$ cat config.mk
export PLATFORM = sky130hd
export DESIGN_NAME = mul_sequencer
export DESIGN_NICKNAME = d
export VERILOG_FILES = /design/src/rtl/mul_sequencer.sv
export SDC_FILE = /design/constraint.sdc
export NUM_CORES = 1
export LEC_CHECK = 0
export BUFFER_PORTS_ARGS = -buffer_cell sky130_fd_sc_hd__buf_2
export CAP_MARGIN = 20
export CORE_MARGIN = 8
export CORE_UTILIZATION = 45
export CTS_CLUSTER_SIZE = 40
export DETAILED_ROUTE_END_ITERATION = 12
export PLACE_DENSITY = 0.69
export SLEW_MARGIN = 20
export SYNTH_ARGS = -nofsm -noshare
export SYNTH_HDL_FRONTEND = slang
export SYNTH_SLANG_ARGS = --single-unit
$ cat constraint.sdc
create_clock -name clk -period 2.5 [get_ports clk]
set_input_delay 0.125 -clock clk [delete_from_list [all_inputs] [get_ports clk]]
set_output_delay 0.125 -clock clk [all_outputs]
set_load 0.02 [all_outputs]
$ cat src/rtl/mul_sequencer.sv
// Iterative shift-add multiplier controller for the EX stage (MUL/MULI/MULA).
// Optional early termination on an exhausted multiplier: define MUL_EARLY_OUT_EN.
module mul_sequencer #(
  parameter int unsigned WIDTH          = 32,
  parameter int unsigned BITS_PER_CYCLE = 1
) (
  input  logic             clk,
  input  logic             reset,
  input  logic             start,
  input  logic             acc_en,
  input  logic [WIDTH-1:0] op_a,
  input  logic [WIDTH-1:0] op_b,
  input  logic [WIDTH-1:0] acc_in,
  input  logic             flush,
  output logic             stall,
  output logic             busy,
  output logic             done,
  output logic [WIDTH-1:0] result
);

  localparam int unsigned N     = WIDTH / BITS_PER_CYCLE;
  localparam int unsigned CNT_W = $clog2(N + 1);

  if ((BITS_PER_CYCLE != 1 && BITS_PER_CYCLE != 2 && BITS_PER_CYCLE != 4) ||
      (WIDTH % BITS_PER_CYCLE) != 0) begin : g_bad_cfg
    $error("mul_sequencer: BITS_PER_CYCLE must be 1, 2 or 4 and divide WIDTH");
  end

  typedef enum logic [1:0] {
    S_IDLE,
    S_RUN,
    S_DONE
  } state_t;

  state_t           state;
  logic [WIDTH-1:0] mcand;
  logic [WIDTH-1:0] mplier;
  logic [WIDTH-1:0] acc;
  logic [CNT_W-1:0] count;

  logic [WIDTH-1:0] acc_nxt;
  logic [WIDTH-1:0] mplier_nxt;
  logic             last_iter;

  // Partial products for the multiplier bits retired this cycle.
  always_comb begin
    acc_nxt = acc;
    for (int k = 0; k < int'(BITS_PER_CYCLE); k++) begin
      if (mplier[k]) acc_nxt = acc_nxt + (mcand << k);
    end
  end

  assign mplier_nxt = mplier >> BITS_PER_CYCLE;

`ifdef MUL_EARLY_OUT_EN
  assign last_iter = (count == CNT_W'(1)) || (mplier_nxt == '0);
`else
  assign last_iter = (count == CNT_W'(1));
`endif

  // Stall covers the accepting IDLE cycle combinationally, then all of RUN.
  assign stall = (state == S_RUN) || ((state == S_IDLE) && start && !flush);
  assign busy  = (state != S_IDLE);

  always_ff @(posedge clk) begin
    if (reset) begin
      state  <= S_IDLE;
      mcand  <= '0;
      mplier <= '0;
      acc    <= '0;
      count  <= '0;
      done   <= 1'b0;
      result <= '0;
    end else begin
      done <= 1'b0;
      case (state)
        S_IDLE: begin
          if (start && !flush) begin
            mcand  <= op_a;
            mplier <= op_b;
            acc    <= acc_en ? acc_in : '0;
            count  <= CNT_W'(N);
            state  <= S_RUN;
          end
        end
        S_RUN: begin
          if (flush) begin
            state <= S_IDLE;
          end else begin
            acc    <= acc_nxt;
            mcand  <= mcand << BITS_PER_CYCLE;
            mplier <= mplier_nxt;
            count  <= count - CNT_W'(1);
            if (last_iter) begin
              state  <= S_DONE;
              done   <= 1'b1;
              result <= acc_nxt;
            end
          end
        end
        S_DONE: begin
          // Same instruction still sits in EX; start is not re-sampled here.
          state <= S_IDLE;
        end
        default: begin
          state <= S_IDLE;
        end
      endcase
    end
  end

endmodule

Word-level counts from Yosys, hierarchy flattened
Cells that the tools add are included.
Widths: inputs -> output; s select.

storage, ports and cells
  flip-flop bits (word level) = 137
  output and inout port bits = 35

cells by class
  add/subtract/negate cells = 2
  equality and inequality tests = 5
  multiplexer cells = 19
  bitwise gates (word level) = 2
  reduce and logical (&&, ||, !) cells = 12

operators with widths
  operator             number
  $mux 32              8
  $pmux 32 s2          3
  $add 32x32->32       1
  $mux 6               2
  $pmux 6 s2           1
  $eq 6x1->1 const B   1
  $mux 2               3
  $reduce_and 3->1     2
  $sub 6x1->6 const B  1
  $pmux 2 s2           1
  $reduce_bool 2->1    2
  $logic_and 1x1->1    3
  $ne 3x3->1 const B   1
  $reduce_or 3->1      1
  $eq 2x1->1 const B   1
  $logic_not 2->1      1
  $ne 2x1->1 const B   1
  $ne 2x2->1 const B   1
  $not 1->1            2
  $reduce_and 2->1     1
  $logic_not 1->1      1
  $logic_or 1x1->1     1
  $mux 1               1

Logic depth before layout (Yosys ltp)
  depth after elaboration = 4
  gate-level depth with buffers = 10
  depth with buffers taken out = 10

Least setup slack after synthesis
OpenSTA, ideal clock, no wires.

  kind = reg-to-reg
  start point = reg mcand[0]
  end point = reg result[22]
  arrival = 2498 ps
  setup slack = -131 ps
  stages on the path, launching flop included = 11
  path buffers = 0
  cells stage by stage = dfxtp_1 > ha_1 > fa_1 > a21o_2 > a31oi_2 > or4b_1 > a21oi_2 > o21a_1 > or3_2 > a31oi_1 > a21oi_1

on the way
  longest elaborated chain between the ends = 2

RTL lines
  item                    line  source
  start, declared         36    logic [WIDTH-1:0] mcand;
  start signal, assigned  79    mcand <= op_a;
  start signal, assigned  91    mcand <= mcand << BITS_PER_CYCLE;
  $add 32x32->32          49    if (mplier[k]) acc_nxt = acc_nxt + (mcand << k);
  $mux 32                 49
  end signal, assigned    97    result <= acc_nxt;
  end, declared           18    output logic [WIDTH-1:0] result

Every way passes these cells.
A chain may end at the register's enable or synchronous reset.

Worst setup path after layout
  start point = reg mcand[18]
  end point = reg acc[21]

on the way
  longest elaborated chain between the ends = 4

RTL lines
  item                  line  source
  $add 32x32->32        49
  $mux 32               49
  $mux 32               87    if (flush) begin
  $pmux 32 s2           76    case (state)
  end signal, assigned  81    acc <= acc_en ? acc_in : '0;
  end signal, assigned  90    acc <= acc_nxt;
  end, declared         38    logic [WIDTH-1:0] acc;

Every way passes these cells. The select of a mux whose other input is x is not followed.

==> reports/metrics.csv <==
stage,metric,value,unit
outcome,status,"finished, violations left",
outcome,violations,hold timing,
yosys,ys.flop_type,dfxtp_1,
timing,maxSlewViolCount,0,
yosys,syn_inst,1012,
final_layout,fillers,1405,
power_and_ir_drop,p_leak,4.82,nW
detailed_routing,wl_per_cell,17.1,um
setup_path,crit_path_cell_trace,ha_1 > nand4_1 > buf_4 > nor4_1 > nand3_1 > nand2_1 > o21ai_0 > a31oi_2 > o21ai_0 > o211a_1,
clock_network,clk_latency,430,ps
global_routing,grt_max_degree,62,
final_layout,fin_area,11300,um^2
setup_path,critPathCaptureType,flop,
placement,portBuffers,135,
yosys,synth_edf_count,0,
detailed_routing,via_per_inst,5.67,
timing,worstMarginPinSlew,678,ps
setup_path,r2r-end,acc[21],
setup_path,cpLargestDelayFamily,simple AND/OR/NAND/NOR gates,
yosys,async_flop_share,0,
detailed_routing,wl,26.0,mm
timing,setup_viol,0,
detailed_routing,drc_errors,0,
worst_hold_path,min_path_type,in2reg,
clock_network,tritoncts,done,
timing,fin_skew,9.98,ps
power_and_ir_drop,power_density,606,nW/um^2
global_routing,antenna_found_initial,1,
clock_network,h-tree-depth,4,
worst_hold_path,whs_endpoint,acc[8],
die,rows,48,
placement,dp.final_hpwl,17.7,mm
setup_path,cpMaxStageDelayCell,nor4_1,
yosys,yosysWarnings,0,
timing,finalCriticalPeriod,2500,ps
yosys,synth_cell_types,68,
clock_network,clock-sinks,137,
setup_path,cpMostUsedCell,o21ai_0,
die,ios,136,
global_routing,grt_pass1_vias,8352,
setup_path,r2r_cells,10,
power_and_ir_drop,power,0.00687,W
clock_network,numCtsBuffers,17,
timing,fmax,0.400,GHz
detailed_routing,vias,8613,
yosys,synth_seq_cells,137,
worst_hold_path,hold_depth,3,
yosys,syn_nets,1147,
setup_path,worst-path-max-fanout,4,
setup_path,crit_type,reg2reg,
die,die_area,21900,um^2
final_layout,layout.nets,1415,
placement,gp_congestion,0.924,
yosys,yosysSeqAreaShare,0.350,
global_routing,grt_first_pass_wirelength,42.0,mm
yosys,synth_area,7830,um^2
setup_path,crit_arrival,2820,ps
die,initial_core_util,0.456,
global_routing,overflow,0,
power_and_ir_drop,ir_drop,452,uV
setup_path,r2r_setup_slack,0.09,ps
timing,tns,0,ps
detailed_routing,detail-route-antenna-nets,0,
setup_path,worstPathBufferInverterCount,1,
setup_path,cp-start-kind,flop,
setup_path,slowest_delay,450,ps
timing,period_share,1.00,
timing,hold_slack,-19.5,ps
setup_path,crit_required,2820,ps
final_layout,layout_commonest_cell,nand2_1,
die,die_x,148,um
clock_network,clk_pin_slew,60,ps
final_layout,final_cell_mix,"nand2_1, nor2_1, buf_2",
die,core_area,17200,um^2
clock_network,cts_buffer_depth,2,
placement,dpl_cell_area,9440,um^2
timing,grt_setup_unrepaired,true,
die,fp.dieH,148,um
final_layout,area_growth,44.8,%
timing,hold_viol,1,
global_routing,track_usage,0.233,
clock_network,cts-root-buf,clkbuf_16,
run,drv_cap,0,
worst_hold_path,min_from,acc_in[8],
final_layout,layout-drive-gt1-share,0.301,
yosys,avgSynthCellArea,7.73,um^2
timing,max-slew-margin-rel,0.548,
setup_path,r2r-start,mcand[18],
detailed_routing,drtPass1Iterations,5,
detailed_routing,drt_iter0_drc,604,
-- synth_stat cells (8+ instances only) --
cell type	count	area, um^2
a311oi_1	73	639
inv_1	15	56.3
mux2i_1	16	160
and3_1	10	62.6
a31oi_1	18	113
xor2_1	9	78.8
a211oi_1	21	158
xnor2_1	16	140
ha_1	33	413
nand3_1	24	120
a21o_1	16	120
nand2b_1	8	50.1
nand2_1	164	616
o211ai_1	11	82.6
a21oi_1	58	290
nor3_1	24	120
nor2_1	140	526
o21ai_0	45	225
buf_2	11	55.1
clkbuf_1	62	233
dfxtp_1	137	2740
-- cell families after synthesis --
family | count (synthesis) | synth area share
AO/OA/AOI/OAI | 292 | 0.265
multiplexers | 22 | 0.0291
AND/OR/NAND/NOR | 409 | 0.226
XOR/XNOR | 25 | 0.0280
adder cells (fa/ha/maj) | 34 | 0.0553
flip-flops | 137 | 0.350
buffers and inverters | 93 | 0.0464
-- layout make-up --
type,count,area (um^2),share of cell area
Inverter,15,56.3,0.00497
Tap cell,225,282,0.0248
Multi-Input combinational cell,782,5200,0.459
Clock buffer,17,425,0.0375
Clock inverter,15,233,0.0205
Timing Repair Buffer,327,2360,0.208
Antenna cell,1,2.50,0.000221
Sequential cell,137,2770,0.244
-- timing repair --
item / CTS / global route
buffers inserted: 9 / 5
endpoints found under the setup margin: 29 / 31
cloned: 0 / 0
pin swaps: 23 / 27
gates resized for setup: 38 / 61
endpoints found under the hold margin: 68 / 0
hold buffers: 68 / 0
-- stage by stage --
stage	hold slack, ps	setup WS [ps]	std cells	utilization
floorplan	209	-6.87	1012	-
global placement	343	-146	1406	0.549
detailed placement	342	-189	1406	0.549
CTS	6.70	-45.1	1514	0.641
global route	1.56	-72.5	1519	0.660
finish	-19.5	0.0921	1519	0.660
-- registers in the layout, summed over array words and instances, names as in the netlist --
name,count
acc,32
count,6
done,1
mcand,32
mplier,32
result,32
state,2
-- how the worst max path moves through the flow --
stage / from / cells after the start / to / slack (ps)
after floorplan: mcand[0] / 10 / result[22] / -7
after global placement: mcand[0] / 11 / acc[14] / -150
after detailed placement: acc[0] / 11 / acc[14] / -190
after CTS: acc[0] / 11 / acc[14] / -50
after global routing: acc[0] / 12 / result[20] / -70
final: mcand[18] / 10 / acc[21] / 0.09
-- routing by layer --
layer	global-route usage	routed length, um
met5	0	0
met4	0.0770	505
met3	0.0498	1550
met2	0.389	12700
met1	0.293	11200
-- worst reg2reg max path: stages (launching register included) --
cell,delay (ps)
dfxtp_1,330
ha_1,350
nand4_1,160
buf_4,170
nor4_1,450
nand3_1,140
nand2_1,160
o21ai_0,140
a31oi_2,220
o21ai_0,110
o211a_1,150
-- report_power, final --
group,internal [W],total (W),switching [W],leakage [nW]
combinational,0.000749,0.00156,0.000808,3.37
sequential,0.00233,0.00246,0.000125,1.13
clock,0.00179,0.00286,0.00106,0.320
total,0.00487,0.00687,0.00200,4.82
Note: power is estimated with default switching activity, not from simulation.
